===== src/rtl/fetch_stage.sv =====
// -----------------------------------------------------------------------------
// fetch_stage
//
// Instruction-fetch stage of the 5-stage MIPS pipeline, sitting directly in
// front of the IF/ID latch. Owns the PC, runs a request/acknowledge
// instruction-memory port with at most one transaction outstanding, and
// presents {npc, instr, instr_valid} to IF/ID. A two-entry buffer (output
// slot + one skid entry) absorbs the fetch that is already in flight when
// IF/ID stalls. Taken branches from MEM (pcsrc) flush everything buffered and
// steer the next fetch to branch_target; a fetch still in flight at that point
// is allowed to complete and its data is dropped.
//
// Ports:
//   clk            rising-edge clock
//   rst            synchronous reset, active-high
//   stall          IF/ID cannot accept the output slot this cycle
//   pcsrc          taken branch/jump redirect (pulse or level)
//   branch_target  redirect PC, sampled when pcsrc=1
//   imem_req       fetch request, held until imem_ack
//   imem_addr      fetch address (always the PC)
//   imem_ack       response valid, ends the transaction
//   imem_rdata     instruction word, valid with imem_ack
//   npc            PC+PC_INC of the delivered instruction
//   instr          delivered instruction, NOP_INSTR when not valid
//   instr_valid    npc/instr hold a real instruction
// -----------------------------------------------------------------------------
module fetch_stage #(
    parameter logic [31:0] RESET_PC  = 32'h0000_0000,
    parameter logic [31:0] NOP_INSTR = 32'h0000_0000,
    parameter logic [31:0] PC_INC    = 32'd4
) (
    input  logic        clk,
    input  logic        rst,
    input  logic        stall,
    input  logic        pcsrc,
    input  logic [31:0] branch_target,
    output logic        imem_req,
    output logic [31:0] imem_addr,
    input  logic        imem_ack,
    input  logic [31:0] imem_rdata,
    output logic [31:0] npc,
    output logic [31:0] instr,
    output logic        instr_valid
);

    // IDLE    : one cycle after reset before the first request
    // FETCH   : request outstanding for pc, data is wanted
    // DISCARD : request outstanding for a wrong-path pc, data will be dropped
    // HOLD    : output slot and skid both full, no request
    localparam logic [1:0] IDLE    = 2'd0;
    localparam logic [1:0] FETCH   = 2'd1;
    localparam logic [1:0] DISCARD = 2'd2;
    localparam logic [1:0] HOLD    = 2'd3;

    logic [1:0]  state_q, state_d;
    logic [31:0] pc_q, pc_d;
    logic [31:0] redirect_q, redirect_d;
    logic [31:0] npc_q, npc_d;
    logic [31:0] instr_q, instr_d;
    logic        valid_q, valid_d;
    logic [31:0] skid_npc_q, skid_npc_d;
    logic [31:0] skid_instr_q, skid_instr_d;

    logic [31:0] pc_next;
    logic        slot_free;

    assign pc_next   = pc_q + PC_INC;
    // The slot can take new data at this edge if it is empty or being consumed.
    assign slot_free = ~valid_q | ~stall;

    always_comb begin
        state_d      = state_q;
        pc_d         = pc_q;
        redirect_d   = redirect_q;
        npc_d        = npc_q;
        instr_d      = instr_q;
        valid_d      = valid_q;
        skid_npc_d   = skid_npc_q;
        skid_instr_d = skid_instr_q;

        // Consumed slot empties unless something below refills it; npc is kept.
        if (valid_q && !stall) begin
            valid_d = 1'b0;
            instr_d = NOP_INSTR;
        end

        case (state_q)
            IDLE: begin
                state_d = FETCH;
            end

            FETCH: begin
                if (imem_ack) begin
                    if (pcsrc) begin
                        // Fetched word is wrong-path; restart at the target.
                        pc_d = branch_target;
                    end else if (slot_free) begin
                        instr_d = imem_rdata;
                        npc_d   = pc_next;
                        valid_d = 1'b1;
                        pc_d    = pc_next;
                    end else begin
                        skid_npc_d   = pc_next;
                        skid_instr_d = imem_rdata;
                        pc_d         = pc_next;
                        state_d      = HOLD;
                    end
                end else if (pcsrc) begin
                    // Cannot abandon the bus transaction; remember where to go.
                    redirect_d = branch_target;
                    state_d    = DISCARD;
                end
            end

            DISCARD: begin
                if (pcsrc) begin
                    redirect_d = branch_target;
                end
                if (imem_ack) begin
                    pc_d    = pcsrc ? branch_target : redirect_q;
                    state_d = FETCH;
                end
            end

            HOLD: begin
                if (pcsrc) begin
                    pc_d    = branch_target;
                    state_d = FETCH;
                end else if (!stall) begin
                    npc_d   = skid_npc_q;
                    instr_d = skid_instr_q;
                    valid_d = 1'b1;
                    state_d = FETCH;
                end
            end

            default: begin
                state_d = IDLE;
            end
        endcase

        // A redirect kills whatever is presented, stalled or not.
        if (pcsrc && (state_q != IDLE)) begin
            valid_d = 1'b0;
            instr_d = NOP_INSTR;
        end
    end

    always_ff @(posedge clk) begin
        if (rst) begin
            state_q      <= IDLE;
            pc_q         <= RESET_PC;
            redirect_q   <= 32'h0;
            npc_q        <= 32'h0;
            instr_q      <= NOP_INSTR;
            valid_q      <= 1'b0;
            skid_npc_q   <= 32'h0;
            skid_instr_q <= NOP_INSTR;
        end else begin
            state_q      <= state_d;
            pc_q         <= pc_d;
            redirect_q   <= redirect_d;
            npc_q        <= npc_d;
            instr_q      <= instr_d;
            valid_q      <= valid_d;
            skid_npc_q   <= skid_npc_d;
            skid_instr_q <= skid_instr_d;
        end
    end

    assign imem_req    = (state_q == FETCH) || (state_q == DISCARD);
    assign imem_addr   = pc_q;
    assign npc         = npc_q;
    assign instr       = instr_q;
    assign instr_valid = valid_q;

endmodule


===== config.mk =====
export PLATFORM = sky130hd
export DESIGN_NAME = fetch_stage
export DESIGN_NICKNAME = d
export VERILOG_FILES = /design/src/rtl/fetch_stage.sv
export SDC_FILE = /design/constraint.sdc
export NUM_CORES = 1
export LEC_CHECK = 0
export ABC_CLOCK_PERIOD_IN_PS = 4800
export CAP_MARGIN = 15
export CELL_PAD_IN_SITES_DETAIL_PLACEMENT = 1
export CELL_PAD_IN_SITES_GLOBAL_PLACEMENT = 1
export CORE_MARGIN = 1.5
export CORE_UTILIZATION = 43
export CTS_BUF_LIST = sky130_fd_sc_hd__clkbuf_4
export CTS_CLUSTER_DIAMETER = 100
export DETAILED_ROUTE_END_ITERATION = 6
export PLACE_DENSITY = 0.95
export SYNTH_ARGS = -nofsm -noshare
export SYNTH_HDL_FRONTEND = slang
export SYNTH_SLANG_ARGS = --single-unit

===== constraint.sdc =====
create_clock -name clk -period 4.8 [get_ports clk]
set_input_delay 0.48 -clock clk [delete_from_list [all_inputs] [get_ports clk]]
set_output_delay 0.48 -clock clk [all_outputs]
set_load 0.01 [all_outputs]

==> impl_metrics.py, run 1 <==
metrics = {
    "power": {
        "power.density_mw_per_mm2": 304,
        "power.leakage_nw": 4.08,
        "p_clk_share_pct": 26.8,
        "seqPwrFrac_pct": 51.8,
        "p_sw_w": 0.00122,
        "p_sw_share_pct": 35.2,
        "combPwrFrac_pct": 21.4,
        "vdd_ir_drop_max_mv": 0.172,
        "p_int_w": 0.00224,
    },
    "yosys": {
        "synth.most_common_cell": "dfxtp_1",
        "ys_top_cells_by_count": "dfxtp_1 (195), nand2_1 (157), nor2_1 (137)",
        "synth_flop_cell": "dfxtp_1",
        "synth_area_leaders": "dfxtp_1 (42%), nand2_1 (6.3%), nor2_1 (5.5%)",
        "yosysSeqAreaShare_pct": 41.9,
        "synth.top_cell.area_share_pct": 41.9,
        "avgSynthCellArea_sq_um": 8.04,
        "yosysWarnings": 0,
        "synth_area_sq_mm": 0.00931,
        "syn-instance-count": 1157,
        "synth_largest_area_cell": "dfxtp_1",
        "synth-edff-count": 0,
        "async_reset_ff_share_pct": 0,
        "synth_cell_types": 63,
        "synth_nets": 1231,
        "yosys_register_bits": 195,
    },
    "worst_setup_path": {
        "crit_fanout": 10,
        "critPathLaunchType": "flop",
        "path_buf_inv": 0,
        "required_ns": 5.34,
        "reg2reg_depth": 6,
        "cp_data_arrival_time_ns": 3.54,
        "crit_chain": "ha_1 > nand3_2 > nor4_4 > nand4_1 > nor4_1 > a311o_1",
        "cp-end-kind": "flop",
        "critPathKind": "flop to flop",
        "crit_cells": 6,
        "crit_slowest_cell": "dfxtp_1",
        "path_delay_family": "simple AND/OR/NAND/NOR gates",
        "r2r_slack_ns": 1.80,
        "cpPeakStageDelay_ns": 0.70,
    },
    "floorplanning": {
        "ios": 167,
        "core_sq_mm": 0.0212,
        "dieArea_sq_mm": 0.0225,
        "placementRows": 53,
        "die_y_um": 150,
        "die_w_um": 150,
        "start_util_pct": 44.0,
    },
    "detailed_routing": {
        "drc": 0,
        "drtAntennaViolNets": 0,
        "drt-total-wl_um": 33000,
        "drtIter0Drc": 832,
        "firstDrtPassIters": 7,
        "drt-vias-per-instance": 6.27,
        "vias": 9661,
        "avgRoutedWirePerCell_um": 21.5,
    },
    "clocking": {
        "cts_sinks": 195,
        "clk_pin_slew_worst_paths_ns": 0.19,
        "cts_resized": 0,
        "cts_max_level": 4,
        "cts_root_buffer": "clkbuf_4",
        "ctsHoldBuffers": 0,
        "cts_tree": "done",
        "clockBufferDepth": 2,
        "cts_buffers": 17,
        "clock_latency_ns": 0.61,
        "cts_setup_buffers": 0,
    },
    "placement": {
        "dp.cells": 1506,
        "io_buffers": 166,
        "place.gp.congestion": 0.871,
        "pre_cts_slack_ns": 1.36,
        "dpl.hpwl_um": 22000,
    },
    "timing": {
        "max_freq_mhz": 333,
        "min_period_ns": 3.00,
        "finalSetupTns_ns": 0,
        "finalMaxSlewViolations": 0,
        "rsz0062_at_grt": "false",
        "fin_crit_sh_pct": 62.5,
        "finalSetupViolations": 0,
        "hold_violations": 0,
        "worst_pin_slew_ns": 1.18,
        "fin_ws_ns": 1.80,
        "slew_headroom_pct": 21.0,
        "fin_skew_ns": 0.0425,
    },
    "global_route": {
        "grt_pass1_vias": 9597,
        "grt_start_max_net_pins": 89,
        "grt_usage_pct": 29.3,
        "antenna_found_initial": 1,
        "grt_pass1_wl_um": 52400,
        "grt_remaining_overflow": 0,
    },
    "finish": {
        "drive_above_1_share_pct": 5.54,
        "syn_to_final_growth_pct": 22.4,
        "fill_cells": 2504,
        "layout.nets": 1324,
        "stdcell_count": 1540,
    },
    "hold_path": {
        "hold_path_depth": 2,
        "hp-class": "input pin to flop",
    },
    "run": {
        "drv_cap": 0,
    },
    "status": {
        "outcome": "complete, no violations",
    },
}
## cells in the final DEF (no fill, tap or decap), types with 12 or more instances in the layout
cell	Yosys	layout
nor2_1	137	137
a21oi_1	90	90
nand4_1	18	18
clkbuf_4	0	17
inv_1	15	15
mux2i_1	44	44
nand3_1	37	37
xnor2_1	13	13
nor3_1	23	20
dfxtp_1	195	195
clkdlybuf4s50_1	0	165
a31oi_1	12	12
a222oi_1	34	34
buf_4	2	19
a22oi_1	21	21
and3_1	15	15
a211oi_1	12	12
nand2_1	157	157
o21ai_0	79	79
## power groups by stage
stage	sequential, W	combinational [W]	clock [W]
2_1_floorplan	0.00180	0.000401	0
3_3_place_gp	0.00182	0.000690	0
3_5_place_dp	0.00182	0.000721	0
4_1_cts	0.00179	0.000732	0.000933
5_1_grt	0.00180	0.000794	0.00100
6_report	0.00179	0.000740	0.000926
## cell type report
type | instances | area [sq um] | share of cell area [%]
Tap cell | 275 | 344 | 3.02
Antenna cell | 2 | 5.00 | 0.0439
Timing Repair Buffer | 185 | 1810 | 15.9
Inverter | 15 | 56.3 | 0.494
Sequential cell | 195 | 3900 | 34.3
Multi-Input combinational cell | 836 | 4950 | 43.5
Clock buffer | 17 | 128 | 1.12
Clock inverter | 15 | 185 | 1.63
## sequential cells by signal, summed over array words and instances, names as in the netlist
| register | flops |
|---|---|
| instr_valid | 1 |
| imem_addr | 32 |
| npc | 32 |
| skid_instr_q | 32 |
| instr | 32 |
| skid_npc_q | 32 |
| state_q | 2 |
| redirect_q | 32 |
## stage by stage
step           hold WS [ns]  instance area [sq um]  power [W]  util, %
3_3_place_gp          0.441                  11100    0.00251     52.3
4_1_cts               0.285                  11400    0.00345     53.8
5_1_grt               0.271                  11400    0.00360     53.8
2_1_floorplan         0.434                   9310    0.00220        -
6_report              0.306                  11400    0.00346     53.8
3_5_place_dp          0.452                  11100    0.00254     52.3
## kinds of logic after synthesis
family	share of synthesized area (%)
AND/OR/NAND/NOR	21.6
AO/OA/AOI/OAI	23.7
flip-flops	41.9
buffers and inverters	5.36
multiplexers	4.85
XOR/XNOR	1.88
adder cells (fa/ha/maj)	0.672
## path summary, 6_finish.rpt
kind,startpoint,end
worst max-delay path,imem_addr[2]$_SDFFE_PP0P_,npc[30]$_SDFFE_PP0P_
worst min-delay path,rst,redirect_q[29]$_SDFFE_PP0P_
worst max register to register,imem_addr[2]$_SDFFE_PP0P_,npc[30]$_SDFFE_PP0P_
worst min register to register,skid_instr_q[27]$_SDFFE_PP0P_,skid_instr_q[27]$_SDFFE_PP0P_
## routing by layer
metal / share of wire [%] / global-route usage [%]
met4: 2.4 / 9.07
met2: 48 / 47.3
met1: 43 / 39.9
met3: 6.3 / 5.09
met5: 0 / 0
Power figures use the tool's default switching activity.
==> run 2: changes to the inputs <==
- ABC_CLOCK_PERIOD_IN_PS: 4800 -> 3000
- CORE_UTILIZATION: 43 -> 40
- PLACE_DENSITY: 0.95 -> 0.9
- clock period: 4.8 -> 3 ns (I/O delays scaled with it)
==> impl_metrics.py, run 2 (synthesis results as in run 1) <==
metrics = {
    "status": {
        "outcome": "complete, no violations",
    },
    "worst_setup_path": {
        "path_buf_inv": 0,
        "critPathLaunchType": "flop",
        "crit_chain": "ha_1 > nand3_2 > nor4_4 > nand4_4 > or4_1 > a31oi_1",
        "crit_fanout": 9,
        "path_delay_family": "simple AND/OR/NAND/NOR gates",
        "critPathKind": "flop to flop",
        "cp-end-kind": "flop",
        "cpPeakStageDelay_ns": 0.63,
        "cp_data_arrival_time_ns": 3.28,
        "crit_slowest_cell": "nor4_4",
        "required_ns": 3.56,
    },
    "finish": {
        "syn_to_final_growth_pct": 24.4,
        "final_common_cell": "dfxtp_1",
        "mostFrequentLayoutCells": "dfxtp_1 (195), clkdlybuf4s50_1 (165), nand2_1 (157)",
        "drive_above_1_share_pct": 7.09,
        "layout.nets": 1345,
        "fin_area_sq_mm": 0.0116,
        "stdcell_count": 1570,
        "fill_cells": 2733,
        "utilization_pct": 51.0,
    },
    "timing": {
        "min_period_ns": 2.73,
        "worst_pin_slew_ns": 1.08,
        "max_freq_mhz": 367,
        "finalSetupTns_ns": 0,
        "finalMaxSlewViolations": 0,
        "hold_violations": 0,
        "fin_crit_sh_pct": 90.9,
        "rsz0062_at_grt": "false",
        "finalSetupViolations": 0,
        "slew_headroom_pct": 27.8,
        "fin_skew_ns": 0.0320,
    },
    "power": {
        "power.density_mw_per_mm2": 481,
        "fin_total_pwr_w": 0.00557,
        "power.leakage_nw": 4.19,
        "vdd_ir_drop_max_mv": 0.267,
    },
    "detailed_routing": {
        "firstDrtPassIters": 6,
        "drtIter0Drc": 1059,
        "avgRoutedWirePerCell_um": 20.3,
        "drc": 0,
        "drtAntennaViolNets": 0,
        "drt-total-wl_um": 31800,
        "drt-vias-per-instance": 6.09,
        "vias": 9555,
    },
    "clocking": {
        "clk_pin_slew_worst_paths_ns": 0.19,
        "cts_tree": "done",
        "cts_sinks": 195,
        "cts_resized": 0,
        "ctsHoldBuffers": 0,
        "cts_buffers": 17,
        "cts_max_level": 4,
        "clock_latency_ns": 0.62,
        "clockBufferDepth": 2,
        "cts_setup_buffers": 0,
        "cts_root_buffer": "clkbuf_4",
    },
    "global_route": {
        "grt_remaining_overflow": 0,
        "grt_start_max_net_pins": 89,
        "grt_pass1_vias": 9349,
        "antenna_found_initial": 1,
        "grt_pass1_wl_um": 50500,
        "grt_usage_pct": 26.1,
    },
    "hold_path": {
        "hp-class": "input pin to flop",
    },
    "placement": {
        "io_buffers": 166,
        "dpl-instance-area_sq_mm": 0.0113,
        "dpl.hpwl_um": 22200,
        "place.gp.congestion": 0.880,
        "dp.cells": 1537,
    },
    "floorplanning": {
        "ios": 167,
        "start_util_pct": 41.0,
        "placementRows": 55,
        "die_y_um": 156,
        "dieArea_sq_mm": 0.0242,
        "die_w_um": 156,
        "core_sq_mm": 0.0227,
    },
    "run": {
        "drv_cap": 0,
    },
}
-- run 2: cell count changes in the layout (fill, tap and decap cells not counted), sizes merged --
cell / change
buf: +21
bufinv: +1
clkbuf: +1
clkinv: -5
clkinvlp: +1
diode: -1
inv: +2
-- run 2: layout make-up --
type / instances / area (sq um) / share of cell area [%]
flip-flops and latches: 195 / 3900 / 33.7
repair buffers: 206 / 2010 / 17.4
inverters: 15 / 56.3 / 0.486
well taps: 285 / 357 / 3.08
clock buffers: 18 / 135 / 1.17
diodes: 1 / 2.50 / 0.0216
clock inverters: 14 / 161 / 1.39
multi-input cells: 836 / 4950 / 42.8
-- run 2: metal layers --
layer  up-vias  share of wire [%]  track usage [%]
met4         0                1.8             7.53
met5         -                  0                0
li1       4433                  -                -
met2       317                 46             41.2
met3        45                5.8             4.25
met1      4760                 46             36.6
-- run 2: per-stage QoR --
| step | setup WS, ns | hold slack [ns] |
|---|---|---|
| detailed placement | 0.344 | 0.451 |
| finish | 0.274 | 0.150 |
| global placement | 0.410 | 0.442 |
| CTS | 0.294 | 0.113 |
| floorplan | 0.686 | 0.434 |
| global route | 0.112 | 0.115 |
-- run 2: final timing paths --
path | from | endpoint | slack [ns] | depth (start not counted)
setup / recovery | imem_addr[3]$_SDFFE_PP0P_ | npc[28]$_SDFFE_PP0P_ | 0.27 | 6
hold / removal | rst | redirect_q[29]$_SDFFE_PP0P_ | 0.15 | 2
setup reg to reg | imem_addr[3]$_SDFFE_PP0P_ | npc[28]$_SDFFE_PP0P_ | 0.27 | 6
hold reg to reg | skid_instr_q[5]$_SDFFE_PP0P_ | skid_instr_q[5]$_SDFFE_PP0P_ | 0.47 | 2
-- run 2: report_power, final --
part | internal [W] | switching [W] | leakage, nW
Combinational | 0.000521 | 0.000693 | 2.45
Clock | 0.000467 | 0.00103 | 0.157
Sequential | 0.00270 | 0.000158 | 1.58
